[src/rtl/cdu_bcd_pkg.sv]
// cdu_bcd_pkg: shared types, constants and helpers for the cdu_bcd_counter slice.
//   BCD_DIGIT_W  : width of one BCD digit (4 bits)
//   BCD_MAX      : largest legal BCD digit value (9)
//   bcd_digit_t  : one BCD digit
//   is_bcd()     : digit holds a legal decimal value (0..9)
//   is_nine()    : digit is at its terminal value (9)
package cdu_bcd_pkg;

    localparam int BCD_DIGIT_W = 4;
    localparam logic [BCD_DIGIT_W-1:0] BCD_MAX = 4'd9;

    typedef logic [BCD_DIGIT_W-1:0] bcd_digit_t;

    function automatic logic is_bcd(input bcd_digit_t digit);
        return (digit <= BCD_MAX);
    endfunction

    function automatic logic is_nine(input bcd_digit_t digit);
        return (digit == BCD_MAX);
    endfunction

endpackage

[src/rtl/cdu_bcd_digit.sv]
// cdu_bcd_digit: one decade stage of the BCD counter.
//   CLK      : rising-edge clock
//   CD       : synchronous active-low clear
//   LD       : synchronous parallel load (beats increment)
//   ld_digit : nibble loaded when LD=1 (loaded unchanged even if > 9)
//   inc      : increment this digit on the next edge (carry in from lower digits)
//   digit    : current digit value
//   nine     : digit == 9
//   valid    : digit <= 9
module cdu_bcd_digit
    import cdu_bcd_pkg::*;
(
    input  logic       CLK,
    input  logic       CD,
    input  logic       LD,
    input  bcd_digit_t ld_digit,
    input  logic       inc,
    output bcd_digit_t digit,
    output logic       nine,
    output logic       valid
);

    bcd_digit_t digit_q;
    bcd_digit_t digit_d;

    // inc is only raised by the top when every digit is legal, so the
    // increment path never sees a value above 9.
    always_comb begin
        digit_d = digit_q;
        if (LD) begin
            digit_d = ld_digit;
        end else if (inc) begin
            digit_d = is_nine(digit_q) ? bcd_digit_t'(0) : digit_q + bcd_digit_t'(1);
        end
    end

    always_ff @(posedge CLK) begin
        if (!CD) begin
            digit_q <= '0;
        end else begin
            digit_q <= digit_d;
        end
    end

    assign digit = digit_q;
    assign nine  = is_nine(digit_q);
    assign valid = is_bcd(digit_q);

endmodule

[src/rtl/cdu_bcd_counter.sv]
// cdu_bcd_counter: DIGITS-digit BCD up counter with load, enable and cascade carry.
//   CLK : rising-edge clock
//   CD  : synchronous active-low clear (beats load)
//   D   : parallel load data, digit k at D[4k+3:4k]
//   LD  : synchronous parallel load (independent of EN/CAI)
//   EN  : count enable
//   CAI : cascade carry-in (tie 1 on the least significant stage)
//   Q   : current count, digit k at Q[4k+3:4k]
//   CAO : combinational carry-out = CAI & EN & (Q is all nines)
//   ERR : illegal-BCD load flag, present only when CDU_BCD_ERR_EN is defined
// A count containing any digit above 9 freezes until a load or clear.
module cdu_bcd_counter
    import cdu_bcd_pkg::*;
#(
    parameter int DIGITS = 2
) (
    input  logic                  CLK,
    input  logic                  CD,
    input  logic [4*DIGITS-1:0]   D,
    input  logic                  LD,
    input  logic                  EN,
    input  logic                  CAI,
    output logic [4*DIGITS-1:0]   Q,
    output logic                  CAO
`ifdef CDU_BCD_ERR_EN
    ,
    output logic                  ERR
`endif
);

    logic [DIGITS-1:0] nine;
    logic [DIGITS-1:0] valid;
    logic [DIGITS-1:0] inc;
    logic              all_valid;
    logic              all_nine;
    logic              count_cond;

    always_comb begin
        all_valid  = &valid;
        all_nine   = &nine;
        count_cond = CAI && EN && all_valid;
        // Ripple: digit k advances when every lower digit is at 9.
        inc[0] = count_cond;
        for (int k = 1; k < DIGITS; k++) begin
            inc[k] = inc[k-1] && nine[k-1];
        end
    end

    // all_nine already implies every digit is legal.
    assign CAO = CAI && EN && all_nine;

    for (genvar k = 0; k < DIGITS; k++) begin : g_digit
        cdu_bcd_digit u_digit (
            .CLK      (CLK),
            .CD       (CD),
            .LD       (LD),
            .ld_digit (D[4*k +: 4]),
            .inc      (inc[k]),
            .digit    (Q[4*k +: 4]),
            .nine     (nine[k]),
            .valid    (valid[k])
        );
    end

`ifdef CDU_BCD_ERR_EN
    logic d_illegal;
    logic err_q;
    logic err_d;

    always_comb begin
        d_illegal = 1'b0;
        for (int k = 0; k < DIGITS; k++) begin
            if (!is_bcd(D[4*k +: 4])) begin
                d_illegal = 1'b1;
            end
        end
        err_d = err_q;
        if (LD) begin
            err_d = d_illegal;
        end
    end

    always_ff @(posedge CLK) begin
        if (!CD) begin
            err_q <= 1'b0;
        end else begin
            err_q <= err_d;
        end
    end

    assign ERR = err_q;
`endif

endmodule

[config.mk]
export PLATFORM = sky130hd
export DESIGN_NAME = cdu_bcd_counter
export DESIGN_NICKNAME = d
export VERILOG_FILES = /design/src/rtl/cdu_bcd_pkg.sv /design/src/rtl/cdu_bcd_digit.sv /design/src/rtl/cdu_bcd_counter.sv
export SDC_FILE = /design/constraint.sdc
export NUM_CORES = 1
export LEC_CHECK = 0
export CAP_MARGIN = 0
export CORE_AREA = 2 2 39 41
export CTS_CLUSTER_SIZE = 28
export DETAILED_ROUTE_END_ITERATION = 16
export DIE_AREA = 0 0 41 43
export GPL_TIMING_DRIVEN = 0
export PLACE_DENSITY = 0.72
export RECOVER_POWER = 25
export SLEW_MARGIN = 20
export SYNTH_ARGS = -nofsm -noshare
export SYNTH_HDL_FRONTEND = slang
export SYNTH_HIERARCHICAL = 1
export SYNTH_SLANG_ARGS = --single-unit
[constraint.sdc]
create_clock -name CLK -period 1.95 [get_ports CLK]
set_input_delay 0.2925 -clock CLK [delete_from_list [all_inputs] [get_ports CLK]]
set_output_delay 0.2925 -clock CLK [all_outputs]
set_load 0.1 [all_outputs]
### After elaboration in Yosys (flattened, before gate mapping)

Cells that the tools add are included.

| storage, ports and cells | value |
|---|---|
| word-level logic and storage cells | 22 |
| bits in registers | 8 |
| input port bits | 13 |

| operators by class | value |
|---|---|
| add/subtract/negate cells | 2 |
| magnitude comparators | 2 |
| eq/ne operators | 2 |
| muxes and demuxes | 6 |
| reductions and logical operators | 8 |

Operators with widths:

| kind | number |
|---|---|
| $mux 4 | 6 |
| $add 4x1->4 const B | 2 |
| $eq 4x4->1 const B | 2 |
| $le 4x4->1 const B | 2 |
| $logic_and 1x1->1 | 4 |
| $reduce_and 2->1 | 2 |
| $reduce_bool 2->1 | 2 |

### Depth between registers and ports, before layout

Gate-level depths: netlist (run 1).

| logic depth | value |
|---|---|
| depth in word-level cells | 6 |
| gate-level depth with buffers | 7 |
| depth with buffers taken out | 7 |

### By module

Netlist (run 1), hierarchy kept.

By module, submodules not included:

| module | area each (µm²) | seq. area each (µm²) | cells an instance | times used |
|---|---|---|---|---|
| cdu_bcd_digit | 230.2 | 80.1 | 28 | 2 |
| cdu_bcd_counter | 27.5 | 0.0 | 7 | 1 |

### Least setup slack after synthesis (run 1)

No wires, ideal clock.

| path | value |
|---|---|
| kind | register -> output |
| start | reg g_digit[0].u_digit.digit_q[0] |
| end | out CAO |
| required time | 1.657 ns |
| data arrival time | 2.648 ns |
| slack | -0.990 ns |
| stages on the path, launching flop included | 5 |
| cells stage by stage | dfxtp_1 nand2_1 nor3_1 nand3_1 nor2_1 |

| between the ends | value |
|---|---|
| longest elaborated chain between the ends | 3 |

Ends and longest elaborated chain:

| element | RTL line | source |
|---|---|---|
| start: declaration | cdu_bcd_digit.sv:23 | `bcd_digit_t digit_q;` |
| start signal: assignment | cdu_bcd_digit.sv:41 | `digit_q <= digit_d;` |
| $eq 4x4->1 | cdu_bcd_pkg.sv:19 | `return (digit == BCD_MAX);` |
| net nine[0] | cdu_bcd_counter.sv:31 | `logic [DIGITS-1:0] nine;` |
| $reduce_and 2->1 | cdu_bcd_counter.sv:40 | `all_nine = &nine;` |
| $logic_and 1x1->1 | cdu_bcd_counter.sv:50 | `assign CAO = CAI && EN && all_nine;` |
| end: declaration | cdu_bcd_counter.sv:24 | `output logic CAO` |

The timed path passes the listed nets, and every way through them passes these cells.

### Worst setup path in the final report (run 1)

| path | value |
|---|---|
| start | reg g_digit[1].u_digit.digit_q[1] |
| end | out Q[5] |

RTL lines:

| element | RTL line | source |
|---|---|---|
| start: declaration | cdu_bcd_digit.sv:23 |  |
| start signal: assignment | cdu_bcd_digit.sv:41 |  |
| end: declaration | cdu_bcd_counter.sv:23 | `output logic [4*DIGITS-1:0] Q,` |

No word-level cell between the ends.

==> key figures, run 1 <==
Status
  – Status: finished, final reports clean

Floorplanning
  – Die Y: approximately 43 um
  – DIE AREA: 1760 um2
  – Starting density of the core: 35.3%
  – Rows: 14
  – Core area: around 1400 um2
  – I/O pin cnt: 22
  – Die width: around 41 um

STA
  – Worst-margin pin slew: 0.955 ns
  – # setup viols final: 0
  – Pins Over Slew Limit: 0
  – Fmax: ~530 MHz
  – Worst hold slack: around 0.53 ns
  – Slew Limit Headroom: between 30% and 40%
  – Fin crit share: 97.4%
  – Final hold viol count: 0
  – Post-Route Skew: 0.000647 ns
  – RSZ-0062 raised after global routing: false
  – Minimum clock period: 1.90 ns

Clock network
  – Clock root cell: clkbuf_4
  – Clock latency on the worst-skew pair: 0.25 ns
  – TritonCTS clock tree: yes
  – Clock Tree Buf Depth: 2
  – Clock slew at reported path FFs: 0.05 ns
  – # H-tree levels: 1
  – CTS Sinks: 8
  – CTS buffer count: 3
  – Cts hold-fix bufs: 0

Synthesis
  – Synth Instances: 63
  – Commonest cells post-synth: dfxtp_1 (8), nand2_1 (8), a21oi_1 (6), o21ai_0 (6), inv_1 (5)
  – Ys Warns: 6
  – Post-synthesis adder-cell area fraction: 0%
  – Syn Nets: 76
  – Synth area leader: dfxtp_1
  – Post-synthesis xor/xnor area fraction: just over 7%
  – Synth cell types: 17
  – Synth Area in Compound Gates: 25.6%
  – Syn avg cell area: 7.75 um2
  – Register area share after synthesis: 32.8%
  – FFs w/ async S/R, synth: 0%
  – Synth Flop Type: dfxtp_1
  – Synth top area share: between 30% and 40%
  – Top cells by area, synth: dfxtp_1 (33%), mux2_2 (9.2%), xnor2_1 (7.2%)
  – Mux cell area share after synthesis: 9.23%
  – Simple-gate share of the synthesized area: 21.3%
  – Largest family of logic cells by synthesized area: compound AO/OA/AOI/OAI gates
  – Mapped Area: between 400 and 500 um2
  – Post-synth EDFFs: 0
  – Yosys reg bits: 8

Detailed routing
  – Top sig layer: met4
  – Via count: 520
  – Mean routed wirelength per cell: 11.5 um
  – Final ANT Viol Nets: 0
  – Drt pass-1 iters: 4
  – Wire length on met1: roughly 590 um
  – Met3 routed WL: 47 um
  – Iteration-0 DRC count of the detailed router: 9
  – DRC: 0
  – Final WL: 1.19 mm
  – Met2 WL: 529 um
  – Vias per cell: 5.05

Finish
  – Syn-to-layout area delta: 51.5%
  – Top flop regs: g_digit.u_digit/digit (8)
  – Layout cells sized above 1: 17.2%
  – Count of non-filler cells in the finished layout: 103
  – Nets@finish: 102
  – Most flop-heavy register: g_digit.u_digit/digit
  – Max reg flops: 8
  – Ant. Diodes: 0

Global routing
  – Total track usage: 15.9%
  – Vias in the first global route: 425
  – Largest net degree at the start of global routing: 11
  – Initial antenna violation count: 0
  – Gr ovfl total: 0
  – First-pass GRT wire length: 1.87 mm

Setup path
  – CP Data Arrival Time: 1.61 ns
  – Crit. End Element: output pin
  – CP startpoint: g_digit[1].u_digit/digit[1]
  – Worst r2r src: g_digit[0].u_digit/digit[0]
  – Startpoint types: flop
  – Worst endpoint required time: 1.66 ns
  – Slowest-stage cell, CP: dlygate4sd2_1
  – Critical path class: reg -> out
  – Delay-heaviest family, CP: buffers and inverters
  – Critical path cell sequence: dlygate4sd2_1
  – Worst Path Buf+Inv: 1
  – Crit path max fanout: 9
  – CP max stage delay: 0.89 ns

Placement
  – IO Port Bufs: 21
  – Hpwl dp: between 800 and 900 um
  – Gp weighted congestion: 0.838
  – Placed Instances: 100

Power and ir drop
  – Max IR drop VDD: 0.360 mV
  – Leakage Power: around 0.0003 uW
  – PwrDens: 674 nW/um2

Run
  – MaxCap Viol Count: 0

Min path
  – Worst Hold Class: reg -> reg
  – Worst Hold Launch: g_digit[1].u_digit/digit[2]
cells in the final DEF (no fill, tap or decap):
| master | n |
|---|---|
| o21ai_0 | 6 |
| a211o_1 | 2 |
| nand3_1 | 3 |
| mux2_2 | 4 |
| inv_1 | 5 |
| clkbuf_4 | 3 |
| clkdlybuf4s15_1 | 1 |
| dfxtp_1 | 4 |
| o211a_1 | 2 |
| nor2_4 | 1 |
| nand2_2 | 2 |
| dlygate4sd2_1 | 7 |
| nor2_1 | 2 |
| a21oi_1 | 6 |
| nand4_1 | 2 |
| nor2b_1 | 2 |
| nand2_1 | 8 |
| nor3_1 | 2 |
| dfxtp_2 | 4 |
| o311ai_1 | 2 |
| clkdlybuf4s50_1 | 12 |
| o21ai_1 | 2 |
| xnor2_1 | 4 |
| buf_2 | 1 |
per-layer routing:
layer  track usage, %  vias to the layer above
met1             24.4                      231
met5                0                        -
met4             12.0                        0
li1                 -                      274
met3             3.14                        2
met2             18.4                       13
worst register-to-register path, delay by kind of cell, from the launching register on:
kind / cells / cell delay, ns
simple gates: 5 / 0.79
compound gates: 2 / 0.41
flops: 1 / 0.38
through the flow:
stage          cell area, um2  setup TNS [ns]  worst slack [ns]  util [%]  power, uW
2_1_floorplan             500               0            0.0188         -        322
3_3_place_gp              731          -0.469            -0.469      52.8        381
3_5_place_dp              731          -0.475            -0.475      52.8        383
4_1_cts                   738               0            0.0448      53.3        505
5_1_grt                   739               0           0.00956      53.4        529
6_report                  739               0            0.0500      53.4        498
where the power goes:
group	leakage, uW	internal (uW)	switching [uW]	total (uW)
Combinational	0.000220	55.7	119	174
Clock	0.0000138	70.4	56.4	127
Sequential	0.0000677	177	20.2	197
Total	0.000302	303	195	498
timing repair:
item	CTS	global route
endpoints found under the setup margin	9	1
setup buffers	0	0
gates resized for setup	13	1
worst paths after layout:
check,end,slack [ns],depth (start not counted)
worst max-delay path,Q[5],0.05,1
worst min-delay path,g_digit[1].u_digit/digit[3],0.53,2
worst max register to register,g_digit[1].u_digit/digit[1],0.31,7
worst min register to register,g_digit[1].u_digit/digit[3],0.53,2
final cells by class:
cell class | count | area [um2]
fill | 142 | 644
multi-input combinational | 50 | 317
timing repair buffer | 21 | 196
sequential | 8 | 165
clock buffer | 3 | 22.5
tap | 16 | 20.0
inverter | 5 | 18.8
cell families after synthesis:
kind of cell           after synthesis
AND/OR/NAND/NOR                     22
multiplexers                         4
AO/OA/AOI/OAI                       20
buffers and inverters                5
flip-flops                           8
XOR/XNOR                             4
Note: power is estimated with default switching activity, not from simulation.
==> run 2: changes to the inputs <==
--- a/config.mk
+++ b/config.mk
@@ -13,7 +13,6 @@
 export GPL_TIMING_DRIVEN = 0
 export PLACE_DENSITY = 0.72
 export RECOVER_POWER = 25
-export SLEW_MARGIN = 20
 export SYNTH_ARGS = -nofsm -noshare
 export SYNTH_HDL_FRONTEND = slang
 export SYNTH_HIERARCHICAL = 1
==> results of run 2 <==
Same layout as run 1: the final DEF is identical, and so are final timing and power.
==> run 3: changes to the inputs <==
--- a/config.mk
+++ b/config.mk
@@ -12,7 +12,7 @@
 export DIE_AREA = 0 0 41 43
 export GPL_TIMING_DRIVEN = 0
 export PLACE_DENSITY = 0.72
-export RECOVER_POWER = 25
+export REMOVE_ABC_BUFFERS = 1
 export SYNTH_ARGS = -nofsm -noshare
 export SYNTH_HDL_FRONTEND = slang
 export SYNTH_HIERARCHICAL = 1
==> key figures, run 3 (same netlist as run 1, synthesis figures left out) <==
Detailed routing
  – Iteration-0 DRC count of the detailed router: 5
  – Final ANT Viol Nets: 0
  – Via count: 531
  – Vias per cell: 5.16
  – Final WL: 1.13 mm
  – Mean routed wirelength per cell: around 11 um
  – Drt pass-1 iters: 4
  – DRC: 0

Setup path
  – Crit path max fanout: 6
  – Worst Path Buf+Inv: 1
  – Critical path cell sequence: dlygate4sd2_1
  – Worst path depth: 1
  – Crit. End Element: output pin
  – Delay-heaviest family, CP: buffers and inverters
  – Critical path class: reg -> out
  – Worst endpoint required time: 1.66 ns
  – CP startpoint: g_digit[1].u_digit/digit[0]
  – CP Data Arrival Time: ~1.6 ns
  – Reg2Reg Depth: 7
  – CP max stage delay: 0.89 ns
  – Worst r2r src: g_digit[0].u_digit/digit[0]
  – Worst reg-to-reg setup slack: roughly 0.31 ns
  – Startpoint types: flop
  – Slowest-stage cell, CP: dlygate4sd2_1
  – RR Endpoint: g_digit[1].u_digit/digit[1]
  – CP endpoint: Q[4]

Power and ir drop
  – PwrDens: 680 nW/um2
  – Max IR drop VDD: 0.340 mV
  – Leakage Power: 0.000303 uW
  – Tot Pwr: slightly below 500 uW

Finish
  – Syn-to-layout area delta: 48.7%
  – Most flop-heavy register: g_digit.u_digit/digit
  – Top flop regs: g_digit.u_digit/digit (8)
  – Ant. Diodes: 0
  – Commonest non-fill, non-tap cell in the layout: clkdlybuf4s50_1
  – Max reg flops: 8
  – Most frequent cells in the layout: clkdlybuf4s50_1 (12), nand2_1 (8), dfxtp_1 (8), dlygate4sd2_1 (8)
  – Layout cells sized above 1: approximately 11%
  – Nets@finish: 102

STA
  – Final hold viol count: 0
  – Fin crit share: 97.2%
  – Slew Limit Headroom: between 30% and 40%
  – Setup ws final: 0.0546 ns
  – Minimum clock period: 1.90 ns
  – Post-Route Skew: 0.00306 ns
  – Worst-margin pin slew: around 0.96 ns
  – # setup viols final: 0
  – Worst hold slack: ~0.54 ns
  – Setup TNS: 0 ns
  – Pins Over Slew Limit: 0
  – RSZ-0062 raised after global routing: false
  – Fmax: 528 MHz

Min path
  – Worst Hold Class: reg -> reg

Clock network
  – Post-CTS Setup Bufs: 0
  – CTS buffer count: 3
  – Clock slew at reported path FFs: 0.05 ns
  – Cts hold-fix bufs: 0
  – # H-tree levels: 1
  – TritonCTS clock tree: yes
  – Clock Tree Buf Depth: 2
  – Clock latency on the worst-skew pair: 0.25 ns
  – CTS Sinks: 8
  – Clock root cell: clkbuf_4

Placement
  – IO Port Bufs: 21
  – Placement Setup Slack: -0.427 ns
  – Gp weighted congestion: 0.781
  – Hpwl dp: 833 um

Floorplanning
  – DIE AREA: 1760 um2
  – Core area: around 1400 um2
  – I/O pin cnt: 22
  – Die Y: 43 um
  – Starting density of the core: 35.3%
  – Rows: 14
  – Die width: 41 um

Global routing
  – Initial antenna violation count: 0
  – First-pass GRT wire length: 1.76 mm
  – Vias in the first global route: 421
  – Largest net degree at the start of global routing: 11
  – Total track usage: 14.9%
  – Gr ovfl total: 0

Run
  – MaxCap Viol Count: 0

Status
  – Status: finished, final reports clean
run 3: changes by cell type in the layout (fill, tap and decap cells not counted):
cell / change
dfxtp_1: +4
nor2_1: +1
dlygate4sd2_1: +1
clkdlybuf4s15_1: -1
nor2_4: -1
dfxtp_2: -4
run 3: stage by stage:
stage,std cells,utilization (%),instance area [um2]
after floorplan,63,-,488
after global placement,100,51.9,718
after detailed placement,100,51.9,718
after CTS,103,52.8,731
after global routing,103,52.4,726
final,103,52.4,726
run 3: final cells by class:
type                    instances  area, um2
fillers                       158        658
repair buffers                 21        195
flip-flops and latches          8        160
inverters                       5       18.8
well taps                      16       20.0
clock buffers                   3       22.5
multi-input cells              50        309
run 3: repair_timing:
| action | 4_1_cts | 5_1_grt |
|---|---|---|
| gates cloned | 0 | 0 |
| resized for setup | 12 | 1 |
| setup endpoints to repair | 9 | 1 |
run 3: worst min path at each step:
stage                                            from                     endpoint  slack, ns  depth (start not counted)
after floorplan                                  D[0]  g_digit[0].u_digit/digit[0]       0.43                          1
after global placement    g_digit[1].u_digit/digit[2]  g_digit[1].u_digit/digit[3]       0.53                          2
after detailed placement  g_digit[1].u_digit/digit[2]  g_digit[1].u_digit/digit[3]       0.54                          2
after CTS                 g_digit[1].u_digit/digit[2]  g_digit[1].u_digit/digit[3]       0.54                          2
after global routing      g_digit[1].u_digit/digit[2]  g_digit[1].u_digit/digit[3]       0.57                          2
final                     g_digit[1].u_digit/digit[2]  g_digit[1].u_digit/digit[3]       0.54                          2
run 3: report_power, final:
part | total, uW | switching (uW) | internal [uW]
registers | 195 | 19.5 | 176
clock network | 126 | 55.3 | 70.4
logic | 173 | 118 | 55.3
total | 494 | 193 | 301
run 3: layer usage:
metal  vias to the layer above  GRT usage [%]  part of all wire [%]
li1                        277              -                     -
met1                       241           20.2                    51
met2                        11           19.4                    42
met3                         2           3.14                   5.3
met4                         0           12.0                   1.2
met5                         -              0                     0
